`config.mk`:
```
export PLATFORM = sky130hd
export DESIGN_NAME = rle_encode_flat
export DESIGN_NICKNAME = d
export VERILOG_FILES = /design/src/rtl/rle_pkg.sv /design/src/rtl/rle_encode_if.sv /design/src/rtl/rle_encode_oreg.sv /design/src/rtl/rle_encode.sv /design/src/flat_wrapper.sv
export SDC_FILE = /design/constraint.sdc
export NUM_CORES = 1
export LEC_CHECK = 0
export ABC_AREA = 1
export CAP_MARGIN = 25
export CORE_ASPECT_RATIO = 0.7
export CORE_MARGIN = 3
export CORE_UTILIZATION = 35
export DETAILED_ROUTE_END_ITERATION = 8
export GPL_TIMING_DRIVEN = 0
export PLACE_DENSITY = 0.59
export SLEW_MARGIN = 20
export SYNTH_ARGS = -nofsm -noshare
export SYNTH_HDL_FRONTEND = slang
export SYNTH_HIERARCHICAL = 1
export SYNTH_SLANG_ARGS = --single-unit
```
`constraint.sdc`:
```
create_clock -name clk_i -period 2.8 [get_ports clk_i]
set_clock_uncertainty 0.1 [all_clocks]
set_input_delay 0.42 -clock clk_i [delete_from_list [all_inputs] [get_ports clk_i]]
set_output_delay 0.42 -clock clk_i [all_outputs]
set_load 0.005 [all_outputs]
```
`src/rtl/rle_pkg.sv`:
```
// Shared definitions for the run-length encoder/decoder pair.
package rle_pkg;

  localparam int unsigned DATA_WIDTH_DEF  = 2;
  localparam int unsigned BUS_WIDTH_DEF   = 8;
  localparam int unsigned COUNT_WIDTH_DEF = BUS_WIDTH_DEF - DATA_WIDTH_DEF;

  typedef enum logic [1:0] {
    EMPTY = 2'd0,
    RUN   = 2'd1,
    FLUSH = 2'd2
  } rle_state_e;

endpackage

```
`src/rtl/rle_encode_if.sv`:
```
// Pixel-in / token-out handshake bundle for rle_encode.
// The slave modport is the encoder's view; master is the environment's view.
interface rle_encode_if
  import rle_pkg::*;
#(
  parameter int unsigned data_width_p  = DATA_WIDTH_DEF,
  parameter int unsigned count_width_p = COUNT_WIDTH_DEF
) ();

  logic [data_width_p-1:0]  data_i;
  logic                     last_i;
  logic                     valid_i;
  logic                     ready_o;
  logic [data_width_p-1:0]  rle_value_o;
  logic [count_width_p-1:0] rle_count_o;
  logic                     valid_o;
  logic                     ready_i;

  modport master (
    output data_i, last_i, valid_i, ready_i,
    input  ready_o, rle_value_o, rle_count_o, valid_o
  );

  modport slave (
    input  data_i, last_i, valid_i, ready_i,
    output ready_o, rle_value_o, rle_count_o, valid_o
  );

endinterface

```
`src/rtl/rle_encode_oreg.sv`:
```
// One-entry elastic output register for run tokens. A load always wins;
// otherwise a downstream accept empties the entry. Data holds while stalled.
module rle_encode_oreg #(
  parameter int unsigned width_p = 8
) (
  input  logic               clk_i,
  input  logic               reset_i,
  input  logic               i_load,
  input  logic [width_p-1:0] i_data,
  input  logic               i_ready,
  output logic               o_valid,
  output logic [width_p-1:0] o_data
);

  logic               r_valid;
  logic [width_p-1:0] r_data;

  // Token entry: capture on load, drop on downstream accept.
  always_ff @(posedge clk_i) begin
    if (reset_i) begin
      r_valid <= 1'b0;
      r_data  <= '0;
    end else if (i_load) begin
      r_valid <= 1'b1;
      r_data  <= i_data;
    end else if (i_ready) begin
      r_valid <= 1'b0;
    end
  end

  assign o_valid = r_valid;
  assign o_data  = r_data;

endmodule

```
`src/rtl/rle_encode.sv`:
```
// Run-length encoder: collapses consecutive equal pixels into (value, count)
// tokens. Runs saturate at the largest count and never span a frame boundary.
module rle_encode
  import rle_pkg::*;
#(
  parameter int unsigned data_width_p  = DATA_WIDTH_DEF,
  parameter int unsigned bus_width_p   = BUS_WIDTH_DEF,
  parameter int unsigned count_width_p = bus_width_p - data_width_p
) (
  input  logic         clk_i,
  input  logic         reset_i,
  rle_encode_if.slave  bus
);

  localparam int unsigned              TOKEN_W = data_width_p + count_width_p;
  localparam logic [count_width_p-1:0] CMAX    = '1;
  localparam logic [count_width_p-1:0] ONE     = count_width_p'(1);

  rle_state_e                r_state, w_state_nxt;
  logic [data_width_p-1:0]   r_acc_value, w_acc_value_nxt;
  logic [count_width_p-1:0]  r_acc_count, w_acc_count_nxt;

  logic                      w_load;
  logic [data_width_p-1:0]   w_load_value;
  logic [count_width_p-1:0]  w_load_count;
  logic                      w_out_valid;
  logic [TOKEN_W-1:0]        w_out_data;
  logic                      w_can_load;
  logic                      w_in_fire;
  logic                      w_match;

  // The output slot can take a new token if empty or draining this cycle.
  assign w_can_load  = !w_out_valid || bus.ready_i;
  assign bus.ready_o = (r_state != FLUSH) && w_can_load;
  assign w_in_fire   = bus.valid_i && bus.ready_o;
  assign w_match     = (bus.data_i == r_acc_value) && (r_acc_count != CMAX);

  // Accumulator and state register.
  always_ff @(posedge clk_i) begin
    if (reset_i) begin
      r_state     <= EMPTY;
      r_acc_value <= '0;
      r_acc_count <= '0;
    end else begin
      r_state     <= w_state_nxt;
      r_acc_value <= w_acc_value_nxt;
      r_acc_count <= w_acc_count_nxt;
    end
  end

  // Next-state, accumulator update and token load decision.
  always_comb begin
    w_state_nxt     = r_state;
    w_acc_value_nxt = r_acc_value;
    w_acc_count_nxt = r_acc_count;
    w_load          = 1'b0;
    w_load_value    = r_acc_value;
    w_load_count    = r_acc_count;
    case (r_state)
      EMPTY: begin
        if (w_in_fire) begin
          if (bus.last_i) begin
            w_load       = 1'b1;
            w_load_value = bus.data_i;
            w_load_count = ONE;
          end else begin
            w_acc_value_nxt = bus.data_i;
            w_acc_count_nxt = ONE;
            w_state_nxt     = RUN;
          end
        end
      end
      RUN: begin
        if (w_in_fire) begin
          if (w_match) begin
            if (bus.last_i) begin
              w_load          = 1'b1;
              w_load_count    = r_acc_count + ONE;
              w_acc_value_nxt = '0;
              w_acc_count_nxt = '0;
              w_state_nxt     = EMPTY;
            end else begin
              w_acc_count_nxt = r_acc_count + ONE;
            end
          end else begin
            // Old run goes out now; a terminating new pixel waits in FLUSH.
            w_load          = 1'b1;
            w_acc_value_nxt = bus.data_i;
            w_acc_count_nxt = ONE;
            if (bus.last_i) begin
              w_state_nxt = FLUSH;
            end
          end
        end
      end
      FLUSH: begin
        if (w_can_load) begin
          w_load          = 1'b1;
          w_acc_value_nxt = '0;
          w_acc_count_nxt = '0;
          w_state_nxt     = EMPTY;
        end
      end
      default: begin
        w_state_nxt = EMPTY;
      end
    endcase
  end

  rle_encode_oreg #(
    .width_p (TOKEN_W)
  ) u_oreg (
    .clk_i   (clk_i),
    .reset_i (reset_i),
    .i_load  (w_load),
    .i_data  ({w_load_value, w_load_count}),
    .i_ready (bus.ready_i),
    .o_valid (w_out_valid),
    .o_data  (w_out_data)
  );

  assign bus.valid_o                        = w_out_valid;
  assign {bus.rle_value_o, bus.rle_count_o} = w_out_data;

endmodule
```
`src/flat_wrapper.sv`:
```
// flat-port wrapper written by rule: the top's interface ports become plain ports
module rle_encode_flat import rle_pkg::*;
#(
  parameter int unsigned data_width_p  = DATA_WIDTH_DEF,
  parameter int unsigned bus_width_p   = BUS_WIDTH_DEF,
  parameter int unsigned count_width_p = bus_width_p - data_width_p
)
  (clk_i, reset_i, bus_data_i, bus_last_i, bus_valid_i, bus_ready_i, bus_ready_o, bus_rle_value_o, bus_rle_count_o, bus_valid_o);
  rle_encode_if #(.data_width_p(data_width_p), .count_width_p(count_width_p)) bus_i ();
  input  logic clk_i;
  input  logic reset_i;
  input wire logic [$bits(bus_i.data_i)-1:0] bus_data_i;
  input wire logic [$bits(bus_i.last_i)-1:0] bus_last_i;
  input wire logic [$bits(bus_i.valid_i)-1:0] bus_valid_i;
  input wire logic [$bits(bus_i.ready_i)-1:0] bus_ready_i;
  output wire logic [$bits(bus_i.ready_o)-1:0] bus_ready_o;
  output wire logic [$bits(bus_i.rle_value_o)-1:0] bus_rle_value_o;
  output wire logic [$bits(bus_i.rle_count_o)-1:0] bus_rle_count_o;
  output wire logic [$bits(bus_i.valid_o)-1:0] bus_valid_o;
  assign bus_i.data_i = bus_data_i;
  assign bus_i.last_i = bus_last_i;
  assign bus_i.valid_i = bus_valid_i;
  assign bus_i.ready_i = bus_ready_i;
  assign bus_ready_o = bus_i.ready_o;
  assign bus_rle_value_o = bus_i.rle_value_o;
  assign bus_rle_count_o = bus_i.rle_count_o;
  assign bus_valid_o = bus_i.valid_o;
  rle_encode #(.data_width_p(data_width_p), .bus_width_p(bus_width_p), .count_width_p(count_width_p)) u_core (.clk_i(clk_i), .reset_i(reset_i), .bus(bus_i));
endmodule
```
# == Word-level counts from Yosys, hierarchy flattened ==
# Cells that the tools add are included.
# op_classes
n_addsub,1
eq_ne,11
mux,37
n_reduce_logical,11
# op_table
operator,count
$mux 6,11
$mux 2,14
$pmux 6 s3,1
$pmux 2 s3,2
$pmux 6 s2,1
$reduce_and 5->1,2
$mux 1,7
$add 6x1->6 const B,1
$ne 2x1->1 const B,3
$ne 2x2->1 const B,3
$ne 6x6->1 const B,1
$reduce_and 6->1,1
$logic_and 1x1->1,3
$ne 3x3->1 const B,1
$pmux 1 s3,1
$reduce_bool 3->1,1
$eq 2x1->1 const B,1
$eq 2x2->1,1
$eq 2x2->1 const B,1
$logic_not 2->1,1
$reduce_bool 2->1,1
$logic_not 1->1,1
$logic_or 1x1->1,1
# totals
ff_bits,19
input_bits,7
out_inout_bits,10
wordCells,65

# == Depth between registers and ports, before layout ==
# logic_depth
word_depth,7
mapped_depth,13
mapped_depth_nobuf,13

# == Modules after synthesis ==
# The synthesis kept the hierarchy.
# by_module_without_submodules
module,n_inst,cells_per_inst,area_per_inst_um2,seq_area_each_um2
rle_encode,1,191,1137.3,200.2
rle_encode_oreg,1,38,304.0,180.2

# == Worst setup path before layout ==
# No wires, ideal clock.
# synth_timing
path_type,register -> register
startpoint,register u_core.r_acc_count[0]
endpoint,"register u_core.u_oreg.r_data[5], in the netlist u_core/u_oreg/o_data[5]"
setup_ps,116
t_arrival_ps,1715
required_ps,2584
slack_ps,869
path_stages_with_launch,13
n_path_buf,0
synth_period_minus_slack_ps,1931
cell_sequence,dfxtp_1 ha_1 nand2_1 inv_2 nand3_4 nand2_4 nand2_4 nand2_1 nand3_1 a21oi_1 inv_2 nor2_1 nor2_1
# synth_via
elab_chain_len,5
word_cells_on_any_way,10
classes_between,1 x add/sub; 1 x eq/ne; 7 x mux; 1 x reduce/logical
# synth_rtl
item,line,rtl
"start, declared",rle_encode.sv:21,"logic [count_width_p-1:0] r_acc_count, w_acc_count_nxt;"
"start signal, assigned",rle_encode.sv:47,r_acc_count <= w_acc_count_nxt;
$ne 6x6->1,rle_encode.sv:36,assign w_match = (bus.data_i == r_acc_value) && (r_acc_count != CMAX);
$logic_and 1x1->1,rle_encode.sv:36,
$mux 1,rle_encode.sv:75,if (w_match) begin
$mux 1,rle_encode.sv:74,if (w_in_fire) begin
$pmux 1 s3,rle_encode.sv:59,case (r_state)
net u_core.w_load,rle_encode.sv:23,logic w_load;
"end signal, assigned",rle_encode_oreg.sv:25,r_data <= i_data;
"end, declared",rle_encode_oreg.sv:16,logic [width_p-1:0] r_data;
# The timed path passes the listed nets, and every way through them passes these cells.
# A chain may end at the register's enable or synchronous reset.

# == Final worst setup path ==
# layout_timing
startpoint,register u_core.r_acc_count[0]
endpoint,"register u_core.u_oreg.r_data[2], in the netlist u_core/u_oreg/o_data[2]"
# The elaborated chain is that of the path after synthesis.

==> results.sh <==
export IMPL_start_util_pct=38.6
export IMPL_postCtsHoldBufs=0
export IMPL_reg2reg_slack_ps=360
export IMPL_die_h_um=59.7
export IMPL_fin_crit_sh_pct=87.3
export IMPL_dpl_worst_slack_ps=88.2
export IMPL_placementRows=18
export IMPL_yosysUniqueCellTypes=24
export IMPL_ant_nets=0
export IMPL_worstMarginPinSlew_ps=673
export IMPL_worst_slack_ps=355
export IMPL_dpl_cell_count=295
export IMPL_vias=1364
export IMPL_htreeDepth=1
export IMPL_cts_buffers=3
export IMPL_switching_share_pct=41.9
export IMPL_yosys_warnings=6
export IMPL_gp_congestion=0.870
export IMPL_drtIter0Drc=123
export IMPL_synthTopCellsByCount="nand2_1, nor2_1, inv_1, dfxtp_1, o21ai_0"
export IMPL_ys_flop_type="dfxtp_1"
export IMPL_hold_violations=0
export IMPL_antenna_found_initial=0
export IMPL_core_mm2=0.00374
export IMPL_hp_class="register to register"
export IMPL_switching_power_w=0.000458
export IMPL_netlist_area_leader_share_pct=26.4
export IMPL_syn_area_per_cell_um2=6.29
export IMPL_drive_gt1_share_pct=16.5
export IMPL_finalSetupViolCount=0
export IMPL_dieArea_mm2=0.00494
export IMPL_fmax_ghz=0.409
export IMPL_postCtsSetupBuffers=0
export IMPL_cts_resized_gates=0
export IMPL_async_flop_share_pct=0
export IMPL_reg2reg_depth=12
export IMPL_drv_cap=0
export IMPL_relSlewSlack_pct=55.2
export IMPL_min_from="u_core/u_oreg/o_data[0]"
export IMPL_grt_use_total_pct=15.1
export IMPL_maxSlewViolCount=0
export IMPL_syn_inst=229
export IMPL_hold_depth=2
export IMPL_diodes=0
export IMPL_p_seq_share_pct=33.4
export IMPL_whs_endpoint="u_core/u_oreg/o_data[0]"
export IMPL_root_buffer="clkbuf_8"
export IMPL_syn_num_nets=242
export IMPL_finalCriticalPeriod_ps=2440
export IMPL_nets=263
export IMPL_cts_tree="built"
export IMPL_synth_most_common_cell="nand2_1"
export IMPL_run_status="finished clean"
export IMPL_grt_max_degree=11
export IMPL_timing_setup_tns_ps=0
export IMPL_p_int_w=0.000635
export IMPL_drc=0
export IMPL_drt_pass1_iterations=4
export IMPL_drt_wl_total_mm=3.28
export IMPL_pwr_share_clk_pct=17.4
export IMPL_clockBufferDepth=2
export IMPL_synth_area_mm2=0.00144
export IMPL_syn_to_final_growth_pct=18.6
export IMPL_routedWlPerCell_um=11.0
export IMPL_cp_arrival_ps=2490
export IMPL_required_ps=2850
export IMPL_io_pins=17
export IMPL_power_share_combinational_pct=49.2
export IMPL_leakage_nw=0.815
export IMPL_peakVddDrop_mv=0.257
export IMPL_ys_ff_latch=19
export IMPL_rsz0062_at_grt="no"
export IMPL_path_class="register to register"
export IMPL_final_cells=299
export IMPL_synth_area_top_cells="dfxtp_1, nand2_1, nor2_1, inv_1, o21ai_0"
export IMPL_fin_hold_ws_ps=399
export IMPL_startpoint_type="register"
export IMPL_io_buffers=16
export IMPL_yosysTopAreaCell="dfxtp_1"
export IMPL_r2r_end="u_core/u_oreg/o_data[2]"
export IMPL_grt_pass1_wl_mm=5.65
export IMPL_clk_pin_slew_ps=70
export IMPL_grt_pass1_vias=1191
export IMPL_clk_latency_ps=250
export IMPL_end_kind="register"
export IMPL_cts_sinks=19
export IMPL_reg2reg_from="u_core/r_acc_count[0]"
export IMPL_die_w_um=82.7
export IMPL_grt_remaining_overflow=0
export IMPL_hpwl_mm=2.65
export IMPL_post_route_util_pct=45.7
export IMPL_seq_area_frac_synth_pct=26.4
export IMPL_vias_per_cell=4.56
export IMPL_power_density_mw_per_mm2=640
export IMPL_worstPathMaxFanout=9
export IMPL_synth_edf_count=0
power by group through the flow:
stage	registers (W)	clock network [W]	logic (W)
final	0.000366	0.000190	0.000538
after global routing	0.000373	0.000212	0.000618
after CTS	0.000365	0.000202	0.000539
after detailed placement	0.000371	0	0.000536
after global placement	0.000370	0	0.000536
after floorplan	0.000364	0	0.000381
flip-flops by register name, summed over array words and instances (netlist names):
signal and cells:
u_core/r_acc_count 6, u_core/r_acc_value 2, u_core/r_state 2, u_core/u_oreg/o_valid 1, u_core/u_oreg/o_data 8
cells in the final DEF, fill, tap and decap left out, types with 6 or more instances in the layout:
cell and count:
ha_1 6, inv_2 12, o21ai_0 16, inv_1 24
a21oi_1 8, nand2_1 71, nor2_1 28, clkdlybuf4s50_1 16
nand3_1 12, dfxtp_1 19
worst max-delay path, stage by stage, from the launching register on:
cell and delay [ps]:
dfxtp_1 430, ha_1 240, nand2_1 110, inv_2 100, nand3_4 80, nand2_4 130, nand2_4 80, nand2_1 70
nand3_1 60, a21oi_1 530, inv_2 200, nor2_1 140, nor2_1 50
routing by layer:
metal  part of all wire (%)  up-vias  global-route usage, %
met4                   0.40        0                   2.10
met1                     56      573                   23.9
li1                       -      755                      -
met5                      0        -                      0
met3                    5.2        2                   4.07
met2                     38       34                   20.3
final cells by class:
type / count / area [um2]
Inverter: 37 / 140
Multi-Input combinational cell: 172 / 910
Sequential cell: 19 / 380
Tap cell: 50 / 62.6
Timing Repair Buffer: 16 / 160
Buffer: 1 / 11.3
Clock buffer: 4 / 45.0
Fill cell: 413 / 2030
worst max path at each step:
stage	startpoint	to	slack [ps]	depth (start not counted)
floorplan	u_core/r_acc_count[0]	u_core/u_oreg/o_data[5]	870	12
global placement	bus_data_i[0]	u_core/u_oreg/o_data[3]	100	12
detailed placement	bus_data_i[0]	u_core/u_oreg/o_data[2]	90	12
CTS	u_core/r_acc_count[0]	u_core/u_oreg/o_data[2]	340	12
global route	u_core/r_acc_count[0]	u_core/u_oreg/o_data[5]	8	12
finish	u_core/r_acc_count[0]	u_core/u_oreg/o_data[2]	360	12
kinds of logic (layout without fill, tap and decap cells):
family	after synthesis	count (layout)	share of synthesized area [%]
and+or+nand+nor	135	135	46.1
AOI/OAI and AO/OA	30	30	11.2
DFF	19	19	26.4
buffers and inverters	38	58	10.5
adders and majority gates	6	6	5.21
xor gates and xnor gates	1	1	0.608
per-stage QoR:
step	power, W	area [um2]
final	0.00109	1710
after global routing	0.00120	1710
after CTS	0.00111	1710
after detailed placement	0.000907	1660
after floorplan	0.000745	1440
after global placement	0.000906	1660
Note: power is estimated with default switching activity, not from simulation.
